<file path="config.mk">
export PLATFORM = sky130hd
export DESIGN_NAME = mem_line_ctrl_flat
export DESIGN_NICKNAME = d
export VERILOG_FILES = /design/src/rtl/mem_line_ctrl_pkg.sv /design/src/rtl/mem_line_ctrl_if.sv /design/src/rtl/mem_line_ctrl_timer.sv /design/src/rtl/mem_line_ctrl.sv /design/src/flat_wrapper.sv
export SDC_FILE = /design/constraint.sdc
export NUM_CORES = 1
export LEC_CHECK = 0
export CELL_PAD_IN_SITES_DETAIL_PLACEMENT = 1
export CELL_PAD_IN_SITES_GLOBAL_PLACEMENT = 2
export CORE_ASPECT_RATIO = 0.9
export CORE_MARGIN = 2
export CORE_UTILIZATION = 29
export DETAILED_ROUTE_END_ITERATION = 10
export GPL_ROUTABILITY_DRIVEN = 0
export GPL_TIMING_DRIVEN = 0
export PLACE_DENSITY_LB_ADDON = 0.2
export SLEW_MARGIN = 20
export SYNTH_ARGS = -nofsm -noshare
export SYNTH_HDL_FRONTEND = slang
export SYNTH_SLANG_ARGS = --single-unit
</file>
<file path="constraint.sdc">
create_clock -name clk -period 2.6 [get_ports clk]
set_clock_uncertainty 0.1 [all_clocks]
set_input_delay 0.78 -clock clk [delete_from_list [all_inputs] [get_ports clk]]
set_output_delay 0.78 -clock clk [all_outputs]
set_load 0.05 [all_outputs]
</file>
<file path="src/rtl/mem_line_ctrl_pkg.sv">
// Shared types and geometry for the D-cache line-refill / write-back responder.
// The beat helpers map a line address and a beat index onto the word-wide RAM port.
package mem_line_ctrl_pkg;

  localparam int LINE_WORDS = 4;
  localparam int WORD_W     = 32;
  localparam int LINE_W     = LINE_WORDS * WORD_W;
  localparam int OFFSET_W   = 4;
  localparam int ADDR_W     = 32;
  localparam int BEAT_W     = 2;

  typedef enum logic [2:0] {
    ST_IDLE,
    ST_WRITE,
    ST_READ,
    ST_RESP,
    ST_TURN
  } state_e;

  function automatic logic [ADDR_W-1:0] beat_addr(input logic [ADDR_W-1:OFFSET_W] line,
                                                  input logic [BEAT_W-1:0]        beat);
    return {line, beat, 2'b00};
  endfunction

  function automatic logic [WORD_W-1:0] line_word(input logic [LINE_W-1:0] line,
                                                  input logic [BEAT_W-1:0] beat);
    return line[WORD_W*int'(beat) +: WORD_W];
  endfunction

endpackage

</file>
<file path="src/rtl/mem_line_ctrl_if.sv">
// Cache-side line request bus plus word-wide RAM port of mem_line_ctrl.
// slave is the controller's view; master is the cache/RAM environment's view.
interface mem_line_ctrl_if;
  import mem_line_ctrl_pkg::*;

  logic              req_r;
  logic              req_w;
  logic [ADDR_W-1:0] req_addr;
  logic [LINE_W-1:0] req_wdata;
  logic              req_ready;
  logic [LINE_W-1:0] req_rdata;
  logic              req_err;

  logic              ram_en;
  logic              ram_we;
  logic [ADDR_W-1:0] ram_addr;
  logic [WORD_W-1:0] ram_wdata;
  logic [WORD_W-1:0] ram_rdata;
  logic              ram_ack;

  modport slave (
    input  req_r, req_w, req_addr, req_wdata, ram_rdata, ram_ack,
    output req_ready, req_rdata, req_err, ram_en, ram_we, ram_addr, ram_wdata
  );

  modport master (
    output req_r, req_w, req_addr, req_wdata, ram_rdata, ram_ack,
    input  req_ready, req_rdata, req_err, ram_en, ram_we, ram_addr, ram_wdata
  );

endinterface

</file>
<file path="src/rtl/mem_line_ctrl_timer.sv">
// Per-beat RAM wait counter; expired_o rises once TIMEOUT unacknowledged cycles have elapsed.
// TO_W must be wide enough that 2**TO_W > TIMEOUT.
module mem_beat_timer #(
  parameter int TIMEOUT = 255,
  parameter int TO_W    = 8
) (
  input  logic clk,
  input  logic rst,
  input  logic clear_i,
  input  logic count_en_i,
  output logic expired_o
);

  logic [TO_W-1:0] cnt_q, cnt_d;

  assign expired_o = (cnt_q == TO_W'(TIMEOUT));

  // NOTE: every variable gets a default before any branch so no latch is inferred.
  always_comb begin
    cnt_d = cnt_q;
    if (clear_i) begin
      cnt_d = '0;
    end else if (count_en_i && !expired_o) begin
      cnt_d = cnt_q + 1'b1;
    end
  end

  // NOTE: sequential state uses non-blocking assignments only.
  always_ff @(posedge clk or negedge rst) begin
    if (!rst) begin
      cnt_q <= '0;
    end else begin
      cnt_q <= cnt_d;
    end
  end

endmodule

</file>
<file path="src/rtl/mem_line_ctrl.sv">
// Memory-side responder: turns one 128-bit line read/write into four 32-bit RAM beats,
// then pulses req_ready (with req_err on a per-beat timeout) and idles one TURN cycle.
module mem_line_ctrl
  import mem_line_ctrl_pkg::*;
#(
  parameter int TIMEOUT = 255,
  parameter int TO_W    = 8
) (
  input  logic          clk,
  input  logic          rst,
  mem_line_ctrl_if.slave bus
);

  state_e                    state_q, state_d;
  logic [BEAT_W-1:0]         beat_q, beat_d;
  logic [ADDR_W-1:OFFSET_W]  line_q, line_d;
  logic [LINE_W-1:0]         wdata_q, wdata_d;
  logic [LINE_W-1:0]         rdata_q, rdata_d;
  logic                      err_q, err_d;

  logic                      timer_clr;
  logic                      timer_en;
  logic                      expired;

  logic                      ram_en;
  logic                      ram_we;
  logic [ADDR_W-1:0]         ram_addr;
  logic [WORD_W-1:0]         ram_wdata;
  logic                      req_ready;
  logic                      req_err;

  logic                      unused_addr_bits;
  assign unused_addr_bits = ^bus.req_addr[OFFSET_W-1:0];

  mem_beat_timer #(
    .TIMEOUT (TIMEOUT),
    .TO_W    (TO_W)
  ) u_timer (
    .clk        (clk),
    .rst        (rst),
    .clear_i    (timer_clr),
    .count_en_i (timer_en),
    .expired_o  (expired)
  );

  always_comb begin
    state_d   = state_q;
    beat_d    = beat_q;
    line_d    = line_q;
    wdata_d   = wdata_q;
    rdata_d   = rdata_q;
    err_d     = err_q;
    timer_clr = 1'b1;
    timer_en  = 1'b0;
    ram_en    = 1'b0;
    ram_we    = 1'b0;
    ram_addr  = '0;
    ram_wdata = '0;
    req_ready = 1'b0;
    req_err   = 1'b0;

    unique case (state_q)
      ST_IDLE: begin
        beat_d = '0;
        err_d  = 1'b0;
        if (bus.req_w) begin
          line_d  = bus.req_addr[ADDR_W-1:OFFSET_W];
          wdata_d = bus.req_wdata;
          state_d = ST_WRITE;
        end else if (bus.req_r) begin
          line_d  = bus.req_addr[ADDR_W-1:OFFSET_W];
          state_d = ST_READ;
        end
      end

      ST_WRITE, ST_READ: begin
        if (expired) begin
          // Abort: ram_en is already low this cycle; unfilled read slots stay as they were.
          err_d   = 1'b1;
          state_d = ST_RESP;
        end else begin
          timer_clr = 1'b0;
          ram_en    = 1'b1;
          ram_we    = (state_q == ST_WRITE);
          ram_addr  = beat_addr(line_q, beat_q);
          if (state_q == ST_WRITE) begin
            ram_wdata = line_word(wdata_q, beat_q);
          end
          if (bus.ram_ack) begin
            timer_clr = 1'b1;
            beat_d    = beat_q + 1'b1;
            if (state_q == ST_READ) begin
              rdata_d[WORD_W*int'(beat_q) +: WORD_W] = bus.ram_rdata;
            end
            if (beat_q == BEAT_W'(LINE_WORDS - 1)) begin
              state_d = ST_RESP;
            end
          end else begin
            timer_en = 1'b1;
          end
        end
      end

      ST_RESP: begin
        req_ready = 1'b1;
        req_err   = err_q;
        state_d   = ST_TURN;
      end

      // The cache drops its request one cycle after req_ready; ignore it here.
      ST_TURN: begin
        state_d = ST_IDLE;
      end

      default: begin
        state_d = ST_IDLE;
      end
    endcase
  end

  // NOTE: the read buffer is reset too, because req_rdata must read as zero out of reset.
  always_ff @(posedge clk or negedge rst) begin
    if (!rst) begin
      state_q <= ST_IDLE;
      beat_q  <= '0;
      line_q  <= '0;
      wdata_q <= '0;
      rdata_q <= '0;
      err_q   <= 1'b0;
    end else begin
      state_q <= state_d;
      beat_q  <= beat_d;
      line_q  <= line_d;
      wdata_q <= wdata_d;
      rdata_q <= rdata_d;
      err_q   <= err_d;
    end
  end

  assign bus.ram_en    = ram_en;
  assign bus.ram_we    = ram_we;
  assign bus.ram_addr  = ram_addr;
  assign bus.ram_wdata = ram_wdata;
  assign bus.req_ready = req_ready;
  assign bus.req_err   = req_err;
  assign bus.req_rdata = rdata_q;

endmodule
</file>
<file path="src/flat_wrapper.sv">
// flat-port wrapper written by rule: the top's interface ports become plain ports
module mem_line_ctrl_flat import mem_line_ctrl_pkg::*;
#(
  parameter int TIMEOUT = 255,
  parameter int TO_W    = 8
)
  (clk, rst, bus_req_r, bus_req_w, bus_req_addr, bus_req_wdata, bus_ram_rdata, bus_ram_ack, bus_req_ready, bus_req_rdata, bus_req_err, bus_ram_en, bus_ram_we, bus_ram_addr, bus_ram_wdata);
  mem_line_ctrl_if bus_i ();
  input  logic clk;
  input  logic rst;
  input wire logic [$bits(bus_i.req_r)-1:0] bus_req_r;
  input wire logic [$bits(bus_i.req_w)-1:0] bus_req_w;
  input wire logic [$bits(bus_i.req_addr)-1:0] bus_req_addr;
  input wire logic [$bits(bus_i.req_wdata)-1:0] bus_req_wdata;
  input wire logic [$bits(bus_i.ram_rdata)-1:0] bus_ram_rdata;
  input wire logic [$bits(bus_i.ram_ack)-1:0] bus_ram_ack;
  output wire logic [$bits(bus_i.req_ready)-1:0] bus_req_ready;
  output wire logic [$bits(bus_i.req_rdata)-1:0] bus_req_rdata;
  output wire logic [$bits(bus_i.req_err)-1:0] bus_req_err;
  output wire logic [$bits(bus_i.ram_en)-1:0] bus_ram_en;
  output wire logic [$bits(bus_i.ram_we)-1:0] bus_ram_we;
  output wire logic [$bits(bus_i.ram_addr)-1:0] bus_ram_addr;
  output wire logic [$bits(bus_i.ram_wdata)-1:0] bus_ram_wdata;
  assign bus_i.req_r = bus_req_r;
  assign bus_i.req_w = bus_req_w;
  assign bus_i.req_addr = bus_req_addr;
  assign bus_i.req_wdata = bus_req_wdata;
  assign bus_i.ram_rdata = bus_ram_rdata;
  assign bus_i.ram_ack = bus_ram_ack;
  assign bus_req_ready = bus_i.req_ready;
  assign bus_req_rdata = bus_i.req_rdata;
  assign bus_req_err = bus_i.req_err;
  assign bus_ram_en = bus_i.ram_en;
  assign bus_ram_we = bus_i.ram_we;
  assign bus_ram_addr = bus_i.ram_addr;
  assign bus_ram_wdata = bus_i.ram_wdata;
  mem_line_ctrl #(.TIMEOUT(TIMEOUT), .TO_W(TO_W)) u_core (.clk(clk), .rst(rst), .bus(bus_i));
endmodule
</file>
After elaboration in Yosys (flattened, before gate mapping)
Cells that the tools add are included.

cells by class
  add/sub/neg operators = 3
  reduce and logical (&&, ||, !) cells = 13
  bitwise logic cells = 1
  equality and inequality tests = 11
  mux-type cells = 33
  shift operators = 3

operator list
  operator                     number
  $mux W32                     5
  $bwmux W128                  1
  $shift A32 B33 Y128 const A  1
  $shiftx A128 B8 Y32          1
  $shiftx A32 B33 Y128         1
  $mux W28                     2
  $neg A7 Y33                  1
  $mux W8                      2
  $mux W3                      5
  $mux W1                      13
  $pmux W3 S3                  1
  $add A8 B1 Y8 const B        1
  $eq A8 B8 Y1 const B         1
  $eq A3 B2 Y1 const B         2
  $ne A2 B2 Y1 const B         3
  $ne A3 B3 Y1 const B         2
  $reduce_and A2 Y1            3
  $reduce_and A3 Y1            2
  $reduce_bool A2 Y1           3
  $mux W2                      2
  $pmux W2 S2                  1
  $reduce_and A4 Y1            1
  $eq A3 B1 Y1 const B         1
  $logic_not A3 Y1             1
  other kinds (8)              8

storage, ports and cells
  input bits = 197
  logic and storage cells = 71
  register bits = 298

Depth between registers and ports, before layout
Gate-level depths: netlist (run 1).

  depth after elaboration = 6
  mapped depth = 9

Hierarchy
A second synthesis (run 1) with hierarchy kept.

second synthesis, totals
  cells, all modules = 1085
  area, all modules = 13859.5 sq um

modules (own cells, without submodules)
  module          cells an instance  times used  seq. area each (sq um)  area an instance (sq um)
  mem_line_ctrl   1038               1           7257.0                  13390.3
  mem_beat_timer  47                 1           200.2                   469.2

Worst setup path after synthesis (run 1)
No wires, ideal clock.

  kind = register to output
  start point = register u_core.u_timer.cnt_q[0]
  end point = output port bus_ram_addr[23]
  buffers on the path = 2
  setup slack = -452 ps
  data required time = 1720 ps
  cell stages (with the launch flop) = 7
  data arrival time = 2172 ps
  path through = dfrtp_1 -> ha_1 -> and4_1 -> buf_4 -> a211oi_1 -> buf_2 -> and2_1

between the ends
  longest elaborated chain between the ends = 3

ends and longest elaborated chain
  item                      line                       source
  start: declaration        mem_line_ctrl_timer.sv:14  logic [TO_W-1:0] cnt_q, cnt_d;
  start signal: assignment  mem_line_ctrl_timer.sv:33  cnt_q <= cnt_d;
  $eq A8 B8 Y1              mem_line_ctrl_timer.sv:16  assign expired_o = (cnt_q == TO_W'(TIMEOUT));
  $mux W32                  mem_line_ctrl.sv:77        if (expired) begin
  $mux W32                  mem_line_ctrl.sv:62        unique case (state_q)
  end: declaration          flat_wrapper.sv:22         output wire logic [$bits(bus_i.ram_addr)-1:0] bus_ram_addr;

No other way between the ends.

Final worst setup path (run 1)
  start point = register u_core.u_timer.cnt_q[1]
  end point = output port bus_ram_wdata[18]

between the ends
  longest elaborated chain between the ends = 3

ends and longest elaborated chain
  item              line                       source
  $eq A8 B8 Y1      mem_line_ctrl_timer.sv:16
  $mux W32          mem_line_ctrl.sv:77
  $mux W32          mem_line_ctrl.sv:62
  end: declaration  flat_wrapper.sv:23         output wire logic [$bits(bus_i.ram_wdata)-1:0] bus_ram_wdata;

No other way between the ends.

==> results of run 1 <==
==> power groups by stage <==
stage / clock (mW) / sequential [mW] / combinational [mW]
2_1_floorplan: 0 / 11.1 / 8.18
3_3_place_gp: 0 / 8.16 / 16.1
3_5_place_dp: 0 / 8.19 / 16.3
4_1_cts: 5.69 / 8.10 / 17.5
5_1_grt: 5.86 / 8.41 / 18.6
6_report: 5.50 / 8.09 / 17.6
==> cell families after synthesis <==
logic type / after synthesis / synth area share [%]
AOI/OAI and AO/OA: 24 / 1.712
xor gates and xnor gates: 5 / 0.3089
adders and majority gates: 7 / 0.6176
buffers and inverters: 201 / 7.483
DFF: 298 / 52.59
muxes: 316 / 29.15
other: 1 / 0.02645
and+or+nand+nor: 233 / 8.109
==> Yosys cell counts, types with 9 or more instances <==
master	count
dfrtp_1	298
inv_1	137
nand2_1	135
mux2i_1	128
mux2_4	100
and2_1	63
mux2_2	55
mux4_2	32
buf_4	16
clkbuf_1	16
buf_2	12
buf_12	11
nor2_1	9
==> critical path: cells and delay by family (launching register included) <==
kind,cells,cell delay (ns)
buf+inv,5,0.75
flops,1,0.39
simple gates,2,0.30
compound gates,1,0.27
fa+ha+maj,1,0.19
==> worst min path at each step <==
stage                             start                   to  slack [ns]
floorplan           u_core.wdata_q[126]  u_core.wdata_q[126]        0.35
global placement    u_core.wdata_q[126]  u_core.wdata_q[126]        0.38
detailed placement   u_core.wdata_q[95]   u_core.wdata_q[95]        0.39
CTS                                 rst    u_core.wdata_q[8]        0.06
global route                        rst  u_core.wdata_q[104]        0.07
finish                              rst    u_core.wdata_q[8]        0.07
==> through the flow <==
| stage | hold WS (ns) | util [%] |
|---|---|---|
| 3_3_place_gp | 0.3770 | 39.42 |
| 4_1_cts | 0.05757 | 43.68 |
| 5_1_grt | 0.06843 | 44.13 |
| 6_report | 0.06756 | 44.13 |
| 2_1_floorplan | 0.3526 | - |
| 3_5_place_dp | 0.3904 | 39.60 |
==> layout make-up <==
type / instances / area share, %
Antenna cell: 2 / 0.02357
Buffer: 61 / 3.247
Clock buffer: 55 / 5.315
Clock inverter: 13 / 0.7896
Inverter: 137 / 2.422
Multi-Input combinational cell: 587 / 27.76
Sequential cell: 298 / 35.14
Tap cell: 624 / 3.677
Timing Repair Buffer: 422 / 21.63
==> per-layer routing <==
layer  routed length [um]  track usage (%)
met3                 2695            4.905
met2                21380            29.21
met5                    0                0
met1                20230            23.49
met4                  814            4.598
==> flip-flops by register name (all words and copies together) (netlist names) <==
register              cells
u_core.line_q            28
u_core.bus.req_rdata    128
u_core.beat_q             2
u_core.wdata_q          128
u_core.u_timer.cnt_q      8
u_core.state_q            3
u_core.err_q              1
==> repair_timing <==
| item | 4_1_cts | 5_1_grt |
|---|---|---|
| setup buffers | 20 | 8 |
| gates resized for setup | 715 | 51 |
| hold endpoints to repair | 0 | 0 |
| setup endpoints to repair | 307 | 97 |
| pin swaps | 28 | 14 |
| cloned | 3 | 3 |
==> flow_summary_export.csv, run 1 <==
group,metric,value,unit
global_route,grt_antenna_before_repair,3,
layout,fillers,5033,
global_route,grt_pass1_wl,68860,um
critical_path,path_class,"flip-flop to output pin",
placed_design,place_area,19060,sq um
detailed_routing,wire_per_inst,20.52,um
floorplan,die_y,213.8,um
placed_design,dp_hpwl,31680,um
placed_design,dp_cells,2098,
timing,finalSetupViolCount,64,
critical_path,critPathLaunch,"u_core.u_timer.cnt_q[1]",
timing,fmax,299.6,MHz
critical_path,path_cells,"ha_2 -> and4_1 -> buf_8 -> a2111oi_4 -> buf_4 -> buf_8 -> clkbuf_16 -> and2_4 -> buf_8",
critical_path,start_kind,"flip-flop",
layout,fin_nets,1749,
layout,layout_common_cells,"295 x dfrtp_1, 190 x clkdlybuf4s50_1, 137 x inv_1",
yosys,yosysUniqueCellTypes,49,
timing,slew_headroom,59.07,%
cts,ctsLongestPathBuffers,3,
yosys,synth_area_leaders,"dfrtp_1 53%, mux2_4 11%, mux2i_1 9.0%",
job,max_cap_viol_count,0,
power,combPwrFrac,56.4,%
yosys,synthFlopType,"dfrtp_1",
timing,fin_ws,-0.7373,ns
timing,period_share,128.4,%
layout,synthToLayoutAreaGrowth,49.75,%
layout,stdcell_count,2199,
detailed_routing,detail-route-antenna-nets,0,
global_route,grt_pass1_vias,11123,
global_route,grt_max_degree,87,
cts,cts_max_level,2,
placed_design,post-place-ws,-1.641,ns
floorplan,die-area,50680,sq um
critical_path,rr_endpoint,"u_core.bus.req_rdata[3]",
timing,finalSetupTns,-41.33,ns
critical_path,cp_slowest_cell,"dfrtp_1",
layout,final_area,21230,sq um
power,internal_power,18.16,mW
cts,cts-root-buf,"clkbuf_16",
status,violations,"setup timing",
placed_design,portBuffers,385,
critical_path,crit_top_cell,"buf_8",
critical_path,crit_path_end,"bus_ram_wdata[18]",
critical_path,r2r-start,"u_core.beat_q[0]",
detailed_routing,avgViaCountPerCell,4.475,
yosys,synth_top_cell_area_share,52.59,%
floorplan,die_w,237.1,um
critical_path,arrival,2.46,ns
detailed_routing,drt_iter0_drc,319,
floorplan,start_util,29.47,%
yosys,synthArstFlopShare,100.0,%
cts,postCtsHoldBufs,0,
layout,final_common_cell,"dfrtp_1",
power,p_sw,12.99,mW
detailed_routing,dr.pass1.iters,4,
critical_path,cp.required,1.72,ns
cts,clk_pin_slew,0.06,ns
global_route,globalRouteOverflowTotal,0,
power,p_clk_share,17.7,%
floorplan,core.rowCount,76,
cts,worstSkewPairLatency,0.54,ns
detailed_routing,drc,0,
power,powerDensity,1467,nW/um^2
timing,period_minus_slack,3.337,ns
power,peakVddDrop,1.094,mV
timing,final_max_slew_viol_count,0,
detailed_routing,vias,9841,
power,totalPowerFinal,31.14,mW
layout,drive_above_1_share,31.34,%
floorplan,pin_count,393,
min_path,hp-class,"input pin to async pin",
layout,multiInputGateArea,5894,sq um
timing,worst_pin_slew,0.6164,ns
yosys,synth-seq-cells,298,
status,status,"complete, but fails checks",
yosys,ys_warn_count,0,
yosys,synth_edf_count,0,
critical_path,crit_path_max_fanout,5,
critical_path,cp-end-kind,"output pin",
cts,cts_tree,"yes",
yosys,netlist_area,14180,sq um
yosys,yosysTopAreaCell,"dfrtp_1",
critical_path,worst-r2r-cell-count,9,
yosys,ys_seq_area_share,52.59,%
timing,hold_viol,0,
power,p_seq_share,26.0,%
layout,ff_latch_area,7461,sq um
cts,cts_sinks,298,
yosys,synthCells,1085,
cts,cts-buffers-inserted,38,
detailed_routing,totalWireLength,45110,um
floorplan,core_area,48120,sq um
yosys,avgSynthCellArea,13.07,sq um
power,p_sw_share,41.70,%
global_route,grt_util_all_layers,17.85,%
power,p_leak,9.509,nW
timing,rsz0062_at_grt,"yes",
critical_path,max_stage_delay,0.39,ns
critical_path,rrSetupSlack,0.19,ns
Note: power is estimated with default switching activity, not from simulation.
==> run 2, diff against run 1 <==
--- a/config.mk
+++ b/config.mk
@@ -5,11 +5,9 @@
 export SDC_FILE = /design/constraint.sdc
 export NUM_CORES = 1
 export LEC_CHECK = 0
-export CELL_PAD_IN_SITES_DETAIL_PLACEMENT = 1
-export CELL_PAD_IN_SITES_GLOBAL_PLACEMENT = 2
 export CORE_ASPECT_RATIO = 0.9
 export CORE_MARGIN = 2
-export CORE_UTILIZATION = 29
+export CORE_UTILIZATION = 39
 export DETAILED_ROUTE_END_ITERATION = 10
 export GPL_ROUTABILITY_DRIVEN = 0
 export GPL_TIMING_DRIVEN = 0
==> run 2 against run 1 <==
  * The run still ends with setup timing left
  * First-iteration DRC count up 22%
  * Final area down 1.6%
  * Wire length down 13%
  * Clock-buffer cell count down 2
  * Sequential share of layout area up 0.56 points
  * Worst setup slack better by 0.12 ns
  * Non-clock buffer count down 11
  * Utilization up 14 points
  * Power down 2.1%
  * Critical path type unchanged
  * Die area down 25%
  * Sequential cell count unchanged
==> flow_summary_export.csv, run 2 (same netlist as run 1, synthesis figures left out) <==
group,metric,value,unit
global_route,grt_pass1_wl,59610,um
placed_design,portBuffers,385,
global_route,met3_usage,4.926,%
global_route,grt_pass1_vias,10250,
critical_path,cp.required,1.72,ns
cts,cts_max_level,2,
job,max_cap_viol_count,0,
global_route,top_usage_layer,"met2",
detailed_routing,wire_per_inst,19.23,um
floorplan,start_util,39.38,%
timing,rsz0062_at_grt,"yes",
critical_path,crit_path_max_fanout,7,
cts,clk_pin_slew,0.06,ns
layout,final_area,20900,sq um
global_route,met1_usage,26.86,%
critical_path,cp_slowest_cell,"dfrtp_1",
critical_path,path_class,"flip-flop to output pin",
global_route,grtUsageMet2,34.05,%
layout,synthToLayoutAreaGrowth,47.38,%
detailed_routing,totalWireLength,39060,um
power,peakVddDrop,1.194,mV
cts,cts_sinks,298,
floorplan,core_area,36000,sq um
detailed_routing,vias,9651,
timing,period_minus_slack,3.218,ns
layout,drive_above_1_share,30.87,%
layout,ff_latch_area,7460,sq um
cts,cts-buffers-inserted,35,
detailed_routing,dr.pass1.iters,4,
timing,final_max_slew_viol_count,0,
power,powerDensity,1459,nW/um^2
layout,layout_common_cells,"296 x dfrtp_1, 235 x clkdlybuf4s50_1, 137 x inv_1",
critical_path,max_stage_delay,0.38,ns
global_route,grt_antenna_before_repair,0,
critical_path,path_cells,"ha_2 -> and4_4 -> a2111oi_4 -> buf_6 -> clkbuf_16 -> and2_4 -> buf_8",
power,p_leak,9.567,nW
layout,fin_nets,1735,
timing,slew_headroom,60.64,%
global_route,grt_util_all_layers,20.43,%
cts,cts-root-buf,"clkbuf_16",
placed_design,dp_hpwl,27690,um
layout,multiInputGateArea,5886,sq um
floorplan,pin_count,393,
layout,final_common_cell,"dfrtp_1",
placed_design,place_area,18870,sq um
status,violations,"setup timing",
timing,fin_ws,-0.6182,ns
power,totalPowerFinal,30.49,mW
timing,fmax,310.7,MHz
global_route,grt_max_degree,96,
global_route,globalRouteOverflowTotal,0,
critical_path,cp-end-kind,"output pin",
timing,hold_viol,0,
critical_path,arrival,2.34,ns
cts,postCtsHoldBufs,0,
cts,cts_tree,"yes",
floorplan,die_y,184.9,um
timing,finalSetupViolCount,64,
layout,fillers,2980,
cts,ctsLongestPathBuffers,3,
floorplan,die-area,37900,sq um
floorplan,core.rowCount,66,
detailed_routing,avgViaCountPerCell,4.752,
timing,period_share,123.8,%
cts,worstSkewPairLatency,0.51,ns
detailed_routing,detail-route-antenna-nets,0,
critical_path,start_kind,"flip-flop",
layout,antenna_cells,0,
critical_path,worst-path-buf-inv,3,
critical_path,path_delay_family,"buffers and inverters",
detailed_routing,drt_iter0_drc,389,
floorplan,die_w,205.0,um
timing,worst_pin_slew,0.5928,ns
detailed_routing,drc,0,
min_path,hp-class,"input pin to async pin",
status,status,"complete, but fails checks",
run 2: worst register-to-register path, delay by kind of cell, from the launching register on:
kind	cells	cell delay [ns]
buffers and inverters	4	0.84
adders and majority gates	1	0.43
and+or+nand+nor	2	0.41
DFF	1	0.40
muxes	1	0.16
run 2: where the power goes:
| part | switching (mW) | internal (mW) | total (mW) |
|---|---|---|---|
| sequential | 1.18 | 6.89 | 8.07 |
| clock | 1.93 | 3.12 | 5.05 |
| combinational | 9.42 | 7.95 | 17.4 |
| total | 12.5 | 18.0 | 30.5 |
run 2: path summary, 6_finish.rpt:
kind                            depth (start not counted)                        to  slack (ns)                    start
min in group clk                                        1       u_core.wdata_q[126]        0.39      u_core.wdata_q[126]
worst min register to register                          1       u_core.wdata_q[126]        0.39      u_core.wdata_q[126]
worst max register to register                          8  u_core.bus.req_rdata[90]        0.19         u_core.beat_q[1]
max in group asynchronous                               3         u_core.line_q[18]        1.04                      rst
worst max-delay path                                    7         bus_ram_wdata[28]       -0.62  u_core.u_timer.cnt_q[0]
worst min-delay path                                    1        u_core.wdata_q[40]        0.10                      rst
run 2: stage by stage:
| step | hold WS, ns | TNS (ns) | utilization (%) | setup slack, ns | std cells |
|---|---|---|---|---|---|
| after floorplan | 0.3526 | -3.962 | - | -0.1553 | 1086 |
| after global placement | 0.3656 | -4033.52 | 52.17 | -12.89 | 1947 |
| after detailed placement | 0.3708 | -210.01 | 52.41 | -1.388 | 1950 |
| after CTS | 0.1115 | -40.25 | 57.22 | -0.6869 | 2023 |
| after global routing | 0.1311 | -42.50 | 58.04 | -0.7180 | 2031 |
| final | 0.1018 | -36.39 | 58.04 | -0.6182 | 2031 |
run 2: cell type report:
cell class / instances / share of cell area [%]
Multi-Input combinational cell: 587 / 28.16
Inverter: 137 / 2.461
Clock inverter: 8 / 0.4311
Buffer: 62 / 3.305
Timing Repair Buffer: 410 / 21.80
Clock buffer: 53 / 5.292
Tap cell: 476 / 2.850
Sequential cell: 298 / 35.69
run 2: repair_timing:
item,CTS,global route
pin swaps,7,19
cloned,1,5
buffers inserted,12,4
resized for setup,616,88
endpoints found under the setup margin,239,211
run 2: routing by layer:
layer  vias up  share of wire, %
li1       4477                 -
met1      4848                43
met2       278                48
met3        48               6.4
met4         0               1.8
met5         -                 0
==> run 3, diff against run 2 <==
--- a/config.mk
+++ b/config.mk
@@ -11,8 +11,8 @@
 export DETAILED_ROUTE_END_ITERATION = 10
 export GPL_ROUTABILITY_DRIVEN = 0
 export GPL_TIMING_DRIVEN = 0
+export HOLD_SLACK_MARGIN = 0.03
 export PLACE_DENSITY_LB_ADDON = 0.2
-export SLEW_MARGIN = 20
 export SYNTH_ARGS = -nofsm -noshare
 export SYNTH_HDL_FRONTEND = slang
 export SYNTH_SLANG_ARGS = --single-unit
==> run 3 against run 2 <==
  * Critical endpoint is now bus_ram_wdata[19]
  * First-iteration DRC count fell by 9.8%
  * Clock-buffer cell count fell by 1
  * Non-clock buffer count fell by 3
  * Wire length fell by 0.42%
  * Clock power fell by 7.9%
  * Highest routed layer unchanged
  * The flow still finishes with violations (setup timing)
  * Sequential power barely moved
  * Register-to-register slack got worse by 0.02 ns
  * Combinational power barely moved
  * Die area did not move
  * Via count fell by 0.10%
  * Sequential cell count did not move
  * Final area fell by 0.81%
  * Largest power group unchanged
==> flow_summary_export.csv, run 3 (same netlist as run 1, synthesis figures left out) <==
group,metric,value,unit
timing,hold_viol,0,
floorplan,pin_count,393,
cts,ctsLongestPathBuffers,3,
power,combPwrFrac,57.6,%
cts,cts-root-buf,"clkbuf_16",
cts,cts-buffers-inserted,36,
layout,layout_common_cells,"296 x dfrtp_1, 247 x clkdlybuf4s50_1, 137 x inv_1",
layout,final_common_cell,"dfrtp_1",
detailed_routing,avgViaCountPerCell,4.759,
power,totalPowerFinal,30.01,mW
timing,slew_headroom,60.62,%
layout,fin_nets,1733,
detailed_routing,detail-route-antenna-nets,0,
min_path,hp-class,"input pin to async pin",
critical_path,cp.required,1.72,ns
layout,drive_above_1_share,30.08,%
floorplan,core_area,36000,sq um
timing,whs,0.08704,ns
cts,clk_pin_slew,0.06,ns
power,powerDensity,1448,nW/um^2
cts,cts_max_level,2,
critical_path,path_cells,"ha_2 -> and4_1 -> buf_8 -> a2111oi_4 -> buf_6 -> clkbuf_16 -> and2_2 -> buf_6",
floorplan,core.rowCount,66,
power,p_clk_share,15.5,%
power,internal_power,17.58,mW
global_route,globalRouteOverflowTotal,0,
timing,period_share,124.8,%
critical_path,path_delay_family,"buffers and inverters",
critical_path,max_stage_delay,0.38,ns
timing,worst_pin_slew,0.5898,ns
cts,cts_sinks,298,
floorplan,die_w,205.0,um
detailed_routing,drt_iter0_drc,351,
job,max_cap_viol_count,0,
cts,worstSkewPairLatency,0.50,ns
layout,final_core_util,57.57,%
floorplan,die-area,37900,sq um
power,p_seq_share,26.9,%
placed_design,dp_cells,1950,
detailed_routing,totalWireLength,38890,um
critical_path,path_class,"flip-flop to output pin",
placed_design,portBuffers,385,
detailed_routing,vias,9641,
global_route,grt_pass1_vias,10228,
global_route,grt_max_degree,103,
timing,fin_ws,-0.6440,ns
timing,finalSetupTns,-35.94,ns
placed_design,post-place-ws,-1.398,ns
layout,synthToLayoutAreaGrowth,46.18,%
critical_path,crit_top_cell,"buf_6",
global_route,grt_util_all_layers,20.43,%
floorplan,start_util,39.38,%
critical_path,crit_path_max_fanout,10,
critical_path,arrival,2.36,ns
timing,fmax,308.3,MHz
power,p_sw_share,41.44,%
status,status,"complete, but fails checks",
global_route,grt_pass1_wl,59550,um
layout,stdcell_count,2026,
placed_design,place_area,18870,sq um
timing,finalSetupViolCount,64,
critical_path,start_kind,"flip-flop",
critical_path,cp-end-kind,"output pin",
power,p_leak,9.427,nW
timing,period_minus_slack,3.244,ns
floorplan,die_y,184.9,um
detailed_routing,dr.pass1.iters,4,
placed_design,dp_hpwl,27830,um
cts,cts_tree,"yes",
power,peakVddDrop,0.9830,mV
global_route,grt_antenna_before_repair,3,
timing,final_max_slew_viol_count,0,
critical_path,cp_slowest_cell,"dfrtp_1",
layout,final_area,20730,sq um
detailed_routing,drc,0,
status,violations,"setup timing",
critical_path,worst-path-buf-inv,4,
detailed_routing,wire_per_inst,19.20,um
timing,rsz0062_at_grt,"yes",
power,p_sw,12.44,mW
==> run 3: changes by cell type in the layout (fill, tap and decap cells not counted), sizes merged, moves of 3 or more <==
| cell | previous run | this run |
|---|---|---|
| diode | 0 | 4 |
| clkbuf | 66 | 69 |
| buf | 141 | 134 |
| clkdlybuf4s50 | 235 | 247 |
| clkinv | 6 | 2 |
| dlygate4sd2 | 44 | 30 |
==> run 3: what timing repair did <==
item	4_1_cts	5_1_grt
hold buffers	0	0
endpoints found under the setup margin	225	184
setup buffers	8	6
pin swaps	13	19
gates cloned	1	3
endpoints found under the hold margin	0	0
gates resized for setup	609	67
==> run 3: power by group through the flow <==
stage	registers (mW)	logic [mW]	clock network, mW
6_report	8.08	17.3	4.65
5_1_grt	8.36	18.2	5.01
4_1_cts	8.09	17.1	4.80
3_5_place_dp	8.14	16.0	0
3_3_place_gp	8.11	15.9	0
2_1_floorplan	11.1	8.18	0
==> run 3: area by class of cell <==
type | count | area, sq um
fillers | 3009 | 15280
flip-flops and latches | 298 | 7460
clock inverters | 3 | 18.77
repair buffers | 406 | 4492
clock buffers | 52 | 1052
well taps | 476 | 595.6
inverters | 137 | 514.2
diodes | 4 | 10.01
plain buffers | 63 | 719.4
multi-input cells | 587 | 5867
==> run 3: worst reg2reg max path, delay by kind of cell, from the launching register on <==
| family | cells | cell delay (ns) |
|---|---|---|
| muxes | 1 | 0.14 |
| and+or+nand+nor | 2 | 0.42 |
| buffers and inverters | 4 | 0.85 |
| adders and majority gates | 1 | 0.42 |
| DFF | 1 | 0.41 |
==> run 3: path summary, 6_finish.rpt <==
| path | from | cells past startpoint | slack, ns | endpoint |
|---|---|---|---|---|
| max in group asynchronous | rst | 2 | 1.37 | u_core.line_q[16] |
| hold reg to reg | u_core.wdata_q[126] | 1 | 0.39 | u_core.wdata_q[126] |
| setup reg to reg | u_core.beat_q[1] | 8 | 0.17 | u_core.bus.req_rdata[83] |
| min in group clk | u_core.wdata_q[126] | 1 | 0.39 | u_core.wdata_q[126] |
| hold / removal | rst | 1 | 0.09 | u_core.wdata_q[41] |
| setup / recovery | u_core.u_timer.cnt_q[1] | 8 | -0.64 | bus_ram_wdata[19] |
==> run 3: layer usage <==
| metal | up-vias | GRT usage (%) | routed length, um |
|---|---|---|---|
| met5 | - | 0 | 0 |
| met4 | 0 | 6.388 | 927 |
| met3 | 63 | 4.961 | 2450 |
| met2 | 264 | 33.81 | 18740 |
| met1 | 4845 | 26.52 | 16770 |
| li1 | 4469 | - | - |
